`src/rtl/decoder_mc.sv`:
```
// Multi-cycle picoMIPS instruction decoder: combinational decode in RUN, with stall
// states for wave-memory and switch operands, branch-status channels and a timed LED latch.
module decoder_mc #(
  parameter int  OPW      = 6,
  parameter int  NCH      = 2,
  parameter int  WAVE_TO  = 15,
  parameter int  LED_HOLD = 8,
  parameter bit  SW_WAIT  = 1'b1,
  localparam int SELW     = (NCH > 1) ? $clog2(NCH) : 1
) (
  input  logic            clk,
  input  logic            nreset,
  input  logic [OPW-1:0]  opcode,
  input  logic [3:0]      flags,
  input  logic [SELW-1:0] br_sel,
  input  logic            branch_condition,
  input  logic [NCH-1:0]  branch_status,
  input  logic            wave_ack,
  input  logic            sw_valid,
  output logic            PCincr,
  output logic            PCabsbranch,
  output logic            PCrelbranch,
  output logic [2:0]      ALUfunc,
  output logic            imm,
  output logic            retrieve_switch,
  output logic            retrieve_wave,
  output logic            w,
  output logic            wave_req,
  output logic            wave_err,
  output logic            LED_status
);

  localparam int CW = $clog2(WAVE_TO + 1);
  localparam int LW = $clog2(LED_HOLD + 1);

  localparam logic [OPW-1:0] OP_NOP  = OPW'(6'b000000);
  localparam logic [OPW-1:0] OP_ADD  = OPW'(6'b000010);
  localparam logic [OPW-1:0] OP_SUB  = OPW'(6'b000011);
  localparam logic [OPW-1:0] OP_ADDI = OPW'(6'b001010);
  localparam logic [OPW-1:0] OP_SUBI = OPW'(6'b001011);
  localparam logic [OPW-1:0] OP_MULI = OPW'(6'b001100);
  localparam logic [OPW-1:0] OP_LDI  = OPW'(6'b010001);
  localparam logic [OPW-1:0] OP_LDW  = OPW'(6'b010101);
  localparam logic [OPW-1:0] OP_BRA  = OPW'(6'b011000);
  localparam logic [OPW-1:0] OP_DISP = OPW'(6'b011001);
  localparam logic [OPW-1:0] OP_BEQ  = OPW'(6'b100000);
  localparam logic [OPW-1:0] OP_BNE  = OPW'(6'b100001);
  localparam logic [OPW-1:0] OP_BGE  = OPW'(6'b100010);
  localparam logic [OPW-1:0] OP_BLO  = OPW'(6'b100011);

  typedef enum logic [1:0] {S_RUN, S_WAIT_WAVE, S_WAIT_SW} state_t;

  state_t        r_state, w_next_state;
  logic [CW-1:0] r_to_cnt, w_to_cnt_next;
  logic [LW-1:0] r_led_cnt;
  logic          r_wave_err;
  logic          w_led_load, w_err_set, w_legal, w_status;
  logic          w_unused_v;

  assign w_unused_v = flags[3];
  // Out-of-range channel selects read as status 0.
  assign w_status   = (32'(br_sel) < 32'(NCH)) ? branch_status[br_sel] : 1'b0;

  always_comb begin
    PCincr          = 1'b1;
    PCabsbranch     = 1'b0;
    PCrelbranch     = 1'b0;
    ALUfunc         = opcode[2:0];
    imm             = 1'b0;
    retrieve_switch = 1'b0;
    retrieve_wave   = 1'b0;
    w               = 1'b0;
    wave_req        = 1'b0;
    w_next_state    = r_state;
    w_to_cnt_next   = r_to_cnt;
    w_led_load      = 1'b0;
    w_err_set       = 1'b0;
    w_legal         = 1'b1;
    case (r_state)
      S_RUN: begin
        case (opcode)
          OP_NOP: ;
          OP_ADD, OP_SUB: w = 1'b1;
          OP_ADDI, OP_SUBI, OP_MULI: begin
            w   = 1'b1;
            imm = 1'b1;
          end
          OP_LDI: begin
            if (!SW_WAIT || sw_valid) begin
              w               = 1'b1;
              imm             = 1'b1;
              retrieve_switch = 1'b1;
            end else begin
              PCincr       = 1'b0;
              w_next_state = S_WAIT_SW;
            end
          end
          OP_LDW: begin
            wave_req      = 1'b1;
            PCincr        = 1'b0;
            w_next_state  = S_WAIT_WAVE;
            w_to_cnt_next = CW'(1);
          end
          OP_BRA: begin
            PCincr = 1'b0;
            if (w_status == branch_condition) PCabsbranch = 1'b1;
            if (w_status) w_led_load = 1'b1;
          end
          OP_DISP: w_led_load = 1'b1;
          OP_BEQ: if (flags[1])  begin PCincr = 1'b0; PCrelbranch = 1'b1; end
          OP_BNE: if (!flags[1]) begin PCincr = 1'b0; PCrelbranch = 1'b1; end
          OP_BGE: if (!flags[2]) begin PCincr = 1'b0; PCrelbranch = 1'b1; end
          OP_BLO: if (flags[0])  begin PCincr = 1'b0; PCrelbranch = 1'b1; end
          default: w_legal = 1'b0;
        endcase
      end
      S_WAIT_WAVE: begin
        wave_req      = 1'b1;
        retrieve_wave = 1'b1;
        PCincr        = 1'b0;
        // An ack arriving in the timeout cycle still completes the load.
        if (wave_ack) begin
          w            = 1'b1;
          PCincr       = 1'b1;
          wave_req     = 1'b0;
          w_next_state = S_RUN;
        end else if (r_to_cnt == CW'(WAVE_TO)) begin
          w_err_set    = 1'b1;
          PCincr       = 1'b1;
          wave_req     = 1'b0;
          w_next_state = S_RUN;
        end else begin
          w_to_cnt_next = r_to_cnt + CW'(1);
        end
      end
      S_WAIT_SW: begin
        imm             = 1'b1;
        retrieve_switch = 1'b1;
        PCincr          = 1'b0;
        if (sw_valid) begin
          w            = 1'b1;
          PCincr       = 1'b1;
          w_next_state = S_RUN;
        end
      end
      default: w_next_state = S_RUN;
    endcase
    if (!nreset) begin
      PCincr          = 1'b0;
      PCabsbranch     = 1'b0;
      PCrelbranch     = 1'b0;
      ALUfunc         = 3'b000;
      imm             = 1'b0;
      retrieve_switch = 1'b0;
      retrieve_wave   = 1'b0;
      w               = 1'b0;
      wave_req        = 1'b0;
    end
  end

  always_ff @(posedge clk) begin
    if (!nreset) begin
      r_state    <= S_RUN;
      r_to_cnt   <= '0;
      r_led_cnt  <= '0;
      r_wave_err <= 1'b0;
    end else begin
      r_state    <= w_next_state;
      r_to_cnt   <= w_to_cnt_next;
      r_wave_err <= r_wave_err | w_err_set;
      if (w_led_load)
        r_led_cnt <= LW'(LED_HOLD);
      else if (r_led_cnt != '0)
        r_led_cnt <= r_led_cnt - LW'(1);
    end
  end

  always_ff @(posedge clk) begin
    if (nreset && r_state == S_RUN)
      assert (w_legal) else $error("decoder_mc: undefined opcode %h", opcode);
  end

  assign wave_err   = r_wave_err;
  assign LED_status = (r_led_cnt != '0);

endmodule

```
`config.mk`:
```
export PLATFORM = sky130hd
export DESIGN_NAME = decoder_mc
export DESIGN_NICKNAME = d
export VERILOG_FILES = /design/src/rtl/decoder_mc.sv
export SDC_FILE = /design/constraint.sdc
export NUM_CORES = 1
export LEC_CHECK = 0
export CAP_MARGIN = 20
export CORE_MARGIN = 4
export CORE_UTILIZATION = 45
export CTS_BUF_LIST = sky130_fd_sc_hd__clkbuf_4
export DETAILED_ROUTE_END_ITERATION = 10
export PLACE_DENSITY = 0.82
export SYNTH_ARGS = -nofsm -noshare
export SYNTH_HDL_FRONTEND = slang
export SYNTH_SLANG_ARGS = --single-unit
```
`constraint.sdc`:
```
create_clock -name clk -period 2.3 [get_ports clk]
set_input_delay 0.69 -clock clk [delete_from_list [all_inputs] [get_ports clk]]
set_output_delay 0.69 -clock clk [all_outputs]
set_load 0.02 [all_outputs]
```
## Word-level counts from Yosys, hierarchy flattened

Index checks and enable logic that the tools add are counted.

| cells by class | value |
|---|---|
| equal/unequal tests | 24 |
| $lt $le $gt $ge | 1 |
| reductions and logical operators | 10 |
| muxes and demuxes | 56 |
| $add $sub $neg | 2 |
| bitwise logic cells | 2 |

Operator list:

| operator | number |
|---|---|
| 1-bit 2-to-1 mux | 33 |
| 6-bit by 5-bit == test with 1-bit output (second input constant) | 4 |
| 6-bit == test (second input constant) | 4 |
| 4-bit 2-to-1 mux | 5 |
| 6-bit by 4-bit == test with 1-bit output (second input constant) | 3 |
| 6-bit by 2-bit == test with 1-bit output (second input constant) | 2 |
| 1-bit one-hot mux with 2 select lines | 6 |
| 2-bit 2-to-1 mux | 4 |
| 4-bit one-hot mux with 2 select lines | 1 |
| 4-bit AND reduction | 2 |
| 2-bit != test (second input constant) | 3 |
| 3-bit != test (second input constant) | 2 |
| 1-bit one-hot mux with 3 select lines | 2 |
| 1-bit one-hot mux with 6 select lines | 1 |
| 2-bit one-hot mux with 3 select lines | 1 |
| 5-bit OR reduction | 1 |
| 4-bit by 1-bit adder with 4-bit output (second input constant) | 1 |
| 4-bit == test (second input constant) | 1 |
| 1-bit one-hot mux with 4 select lines | 1 |
| 2-bit one-hot mux with 2 select lines | 1 |
| 2-bit nonzero test | 2 |
| 4-bit nonzero test | 1 |
| 2-bit OR reduction | 2 |
| 4-bit by 1-bit subtractor with 4-bit output (second input constant) | 1 |
| other kinds (11) | 11 |

| word-level totals | value |
|---|---|
| register bits after elaboration | 11 |
| bits of input ports | 18 |

## Longest topological paths before layout

| depth | value |
|---|---|
| depth in word-level cells | 7 |
| gate-level depth with buffers | 5 |
| depth with buffers taken out | 5 |

## Worst setup path before layout

OpenSTA, ideal clock, no wires.

| path | value |
|---|---|
| kind | input to output |
| start | in opcode[2] |
| end | out imm |
| data required time | 1,610 ps |
| data arrival time | 1,788 ps |
| stages on the path | 5 |
| path slack | -178 ps |
| cells stage by stage | buf_6 -> nor2b_2 -> a21oi_1 -> or4b_1 -> a21oi_1 |

| on the way | value |
|---|---|
| cells in the longest elaborated chain, start to end | 5 |
| elaborated cells on any way between the ends | 8 |
| classes of those cells | eq/ne: 4; mux: 3; reduce/logical: 1 |

RTL lines:

| element | RTL line | RTL |
|---|---|---|
| from (decl) | 13 | `input logic [OPW-1:0] opcode,` |
| 6-bit by 4-bit == test with 1-bit output | 81 | `case (opcode)` |
| 3-bit OR reduction | 81 |  |
| 1-bit one-hot mux with 2 select lines * | 81 |  |
| 1-bit one-hot mux with 2 select lines * | 79 | `case (r_state)` |
| 1-bit 2-to-1 mux * | 148 | `if (!nreset) begin` |
| to (decl) | 24 | `output logic imm,` |

Every way passes the cells marked *; elsewhere a longest branch is shown, timed or not.

## Worst setup path in the final report

| path | value |
|---|---|
| start | in opcode[4] |
| end | out PCincr |

| on the way | value |
|---|---|
| cells in the longest elaborated chain, start to end | 5 |
| elaborated cells on any way between the ends | 11 |
| classes of those cells | eq/ne: 7; mux: 3; reduce/logical: 1 |

RTL lines:

| element | RTL line | RTL |
|---|---|---|
| 6-bit by 5-bit == test with 1-bit output | 81 |  |
| 2-bit OR reduction (no source line) | -- |  |
| 1-bit one-hot mux with 6 select lines * | 81 |  |
| 1-bit one-hot mux with 3 select lines * | 79 |  |
| 1-bit 2-to-1 mux * | 148 |  |
| to (decl) | 20 | `output logic PCincr,` |

Marks and branches as above.

==> results.tsv <==
metric	value	unit
initial antenna violation count	0	
clk_skew	6.95	ps
CTS Hold Bufs	0	
Top FF cell, synth	dfxtp_1	
Synth Instances	107	
number of global-route vias before repair	1186	
CTS max path bufs	2	
CTS sink cnt	11	
Initial Util	47.2	%
register area share after synthesis	27.0	%
reg2reg setup slack	810	ps
Avg Inst Size Synth	7.62	um2
Yosys top cell by area	dfxtp_1	
crit path max fanout	4	
HP Class	reg2reg	
CP startpoint kind	primary input	
Clock Latency Late Sink	280	ps
Reg2Reg Depth	6	
Leak Pwr	0.747	nW
Initial DRC Count	64	
Tmin final	2530	ps
DPL Wire Length	2.13	mm
largest net degree at the start of global routing	12	
cell count after placement	187	
Sequential Power Share	31.7	%
RSZ-0062 raised after global routing	yes	
count of input and output buffers	29	
share of layout cells above drive strength 1	51.4	%
routed vias	1211	
status	complete, but fails checks	
max_slew headroom	73.3	%
post-synth top area share	27.0	%
Area growth syn-to-layout	94.3	%
Int Pwr	473	uW
number of flops mapped to enable cells by yosys	0	
Global Route Usage Sum	30.3	%
CTS tree	built	
crit path kind	in2out	
Layout Nets	197	
violated checks	negative setup slack	
Place WS	-1180	ps
DR WL/cell	20.8	um
FF-to-FF End	r_to_cnt[2]	
final worst slack	-228	ps
RD Place Congestion	0.847	
Die Y	50.6	um
CTS root buffer	clkbuf_4	
max-slew violations	0	
asr flop ratio synth	0	%
reg2reg start	r_to_cnt[0]	
Max VDD drop	0.449	mV
most common cell after layout, fill and taps aside	buf_4	
Pwr Total	786	uW
CTS buffer count	3	
Top Ports	31	
Power per Cell Area	496	nW/um2
Seq cells post-synth	11	
Final Cycle Share	110	%
Vias/cell	6.06	
row count	15	
H-tree Lvls	1	
yosys warns	0	
Worst Tran Pin Value	397	ps
switch share	39.8	%
crit path capture	PCincr	
Crit. End Element	output pin	
first-pass iteration count of the detailed router	5	
net load switching power	313	uW
synth top area cells	dfxtp_1 (27%), a21oi_1 (6.1%), ha_1 (4.6%)	
number of max-cap violations	0	
GRT overflow	0	
synthesized area	816	um2
clock power share	19.8	%
FMAX	396	MHz
Core Area	1730	um2
Setup crit start	opcode[4]	
Die Wd	50.6	um
Layout Cells excl Fill	200	
final wirelength	4.15	mm
number of library cell types mapped by synthesis	34	
die area	2560	um2
# setup viols final	7	
first-pass GRT wire length	5.84	mm
Worst Path Arrival	1840	ps
syn_nets	128	
Diodes inserted	0	
DRC errors left	0	
DRT antenna net count	0	
power share of the combinational group	48.4	%
commonest cells after routing, fill and taps aside	buf_4 (39), dfxtp_1 (11), nand2_1 (8)	
endpoints failing hold	0	
fillers	71	
clk slew on worst S/H paths	70	ps
CP required	1610	ps
==> through the flow <==
step	TNS [ps]	hold slack [ps]	util (%)	instance area (um2)
final	-917	484	91.8	1590
after global routing	-1250	503	91.8	1590
after CTS	-351	478	88.7	1530
after detailed placement	-9670	458	79.1	1370
after global placement	-9510	456	79.1	1370
after floorplan	-112	448	-	861
==> routing by layer <==
layer	track usage [%]	vias to the layer above	routed length, um
met5	0	-	0
met3	7.12	27	359
met1	33.8	561	1530
met2	54.8	109	2000
met4	11.7	0	261
li1	-	514	-
==> final cells by class <==
cell class | count | area, um2 | share of cell area, %
Sequential cell | 11 | 220 | 13.9
Inverter | 7 | 26.3 | 1.66
Timing Repair Buffer | 67 | 572 | 36.1
Multi-Input combinational cell | 86 | 706 | 44.5
Clock buffer | 4 | 30.0 | 1.89
Tap cell | 25 | 31.3 | 1.97
==> synthesized netlist by cell type, types with 3 or more instances <==
cell type and instances:
xor2_1 3, nor2_1 10, nand3_1 5, dfxtp_1 11
and2_1 4, a21oi_1 10, o21ai_0 3, buf_6 3
inv_1 7, xnor2_1 3, nor3_1 7, a31oi_1 4
ha_1 3, nand2_1 9
==> worst max-delay path: stages <==
cell	delay, ps
buf_8	110
nor4bb_4	150
nand2_1	110
or4b_1	450
o211ai_1	130
buf_4	190
==> state kept, by name, summed over array words and instances, names as in the netlist <==
name	flops
r_led_cnt	4
r_to_cnt	4
r_state	2
wave_err	1
==> worst min path at each step <==
stage	from	endpoint	slack, ps	cells past startpoint
floorplan	r_to_cnt[0]	r_to_cnt[0]	450	2
global placement	wave_err	wave_err	460	1
detailed placement	wave_err	wave_err	460	1
CTS	wave_err	wave_err	480	1
global route	wave_err	wave_err	500	1
finish	wave_err	wave_err	480	1
==> power groups by stage <==
| stage | clock (mW) | sequential, mW | combinational (mW) |
|---|---|---|---|
| floorplan | 0 | 0.246 | 0.203 |
| global placement | 0 | 0.249 | 0.315 |
| detailed placement | 0 | 0.251 | 0.330 |
| CTS | 0.143 | 0.247 | 0.345 |
| global route | 0.161 | 0.253 | 0.412 |
| finish | 0.156 | 0.249 | 0.381 |
==> cells by family (layout without fill, tap and decap cells) <==
group           Yosys count  count (layout)  synth area share [%]
flops                    11              11                  27.0
fa+ha+maj                 3               3                  4.60
mux                       2               2                  2.61
compound gates           23              23                  16.7
xor+xnor                  6               6                  6.44
buf+inv                  10              78                  7.36
simple gates             52              52                  35.3
==> timing repair <==
action                     4_1_cts  5_1_grt
pin swaps                       18        9
cloned                           0        0
setup endpoints to repair       12        7
setup buffers                    6        3
gates resized for setup        133       12
No activity file was read; power rests on OpenSTA's default activity.
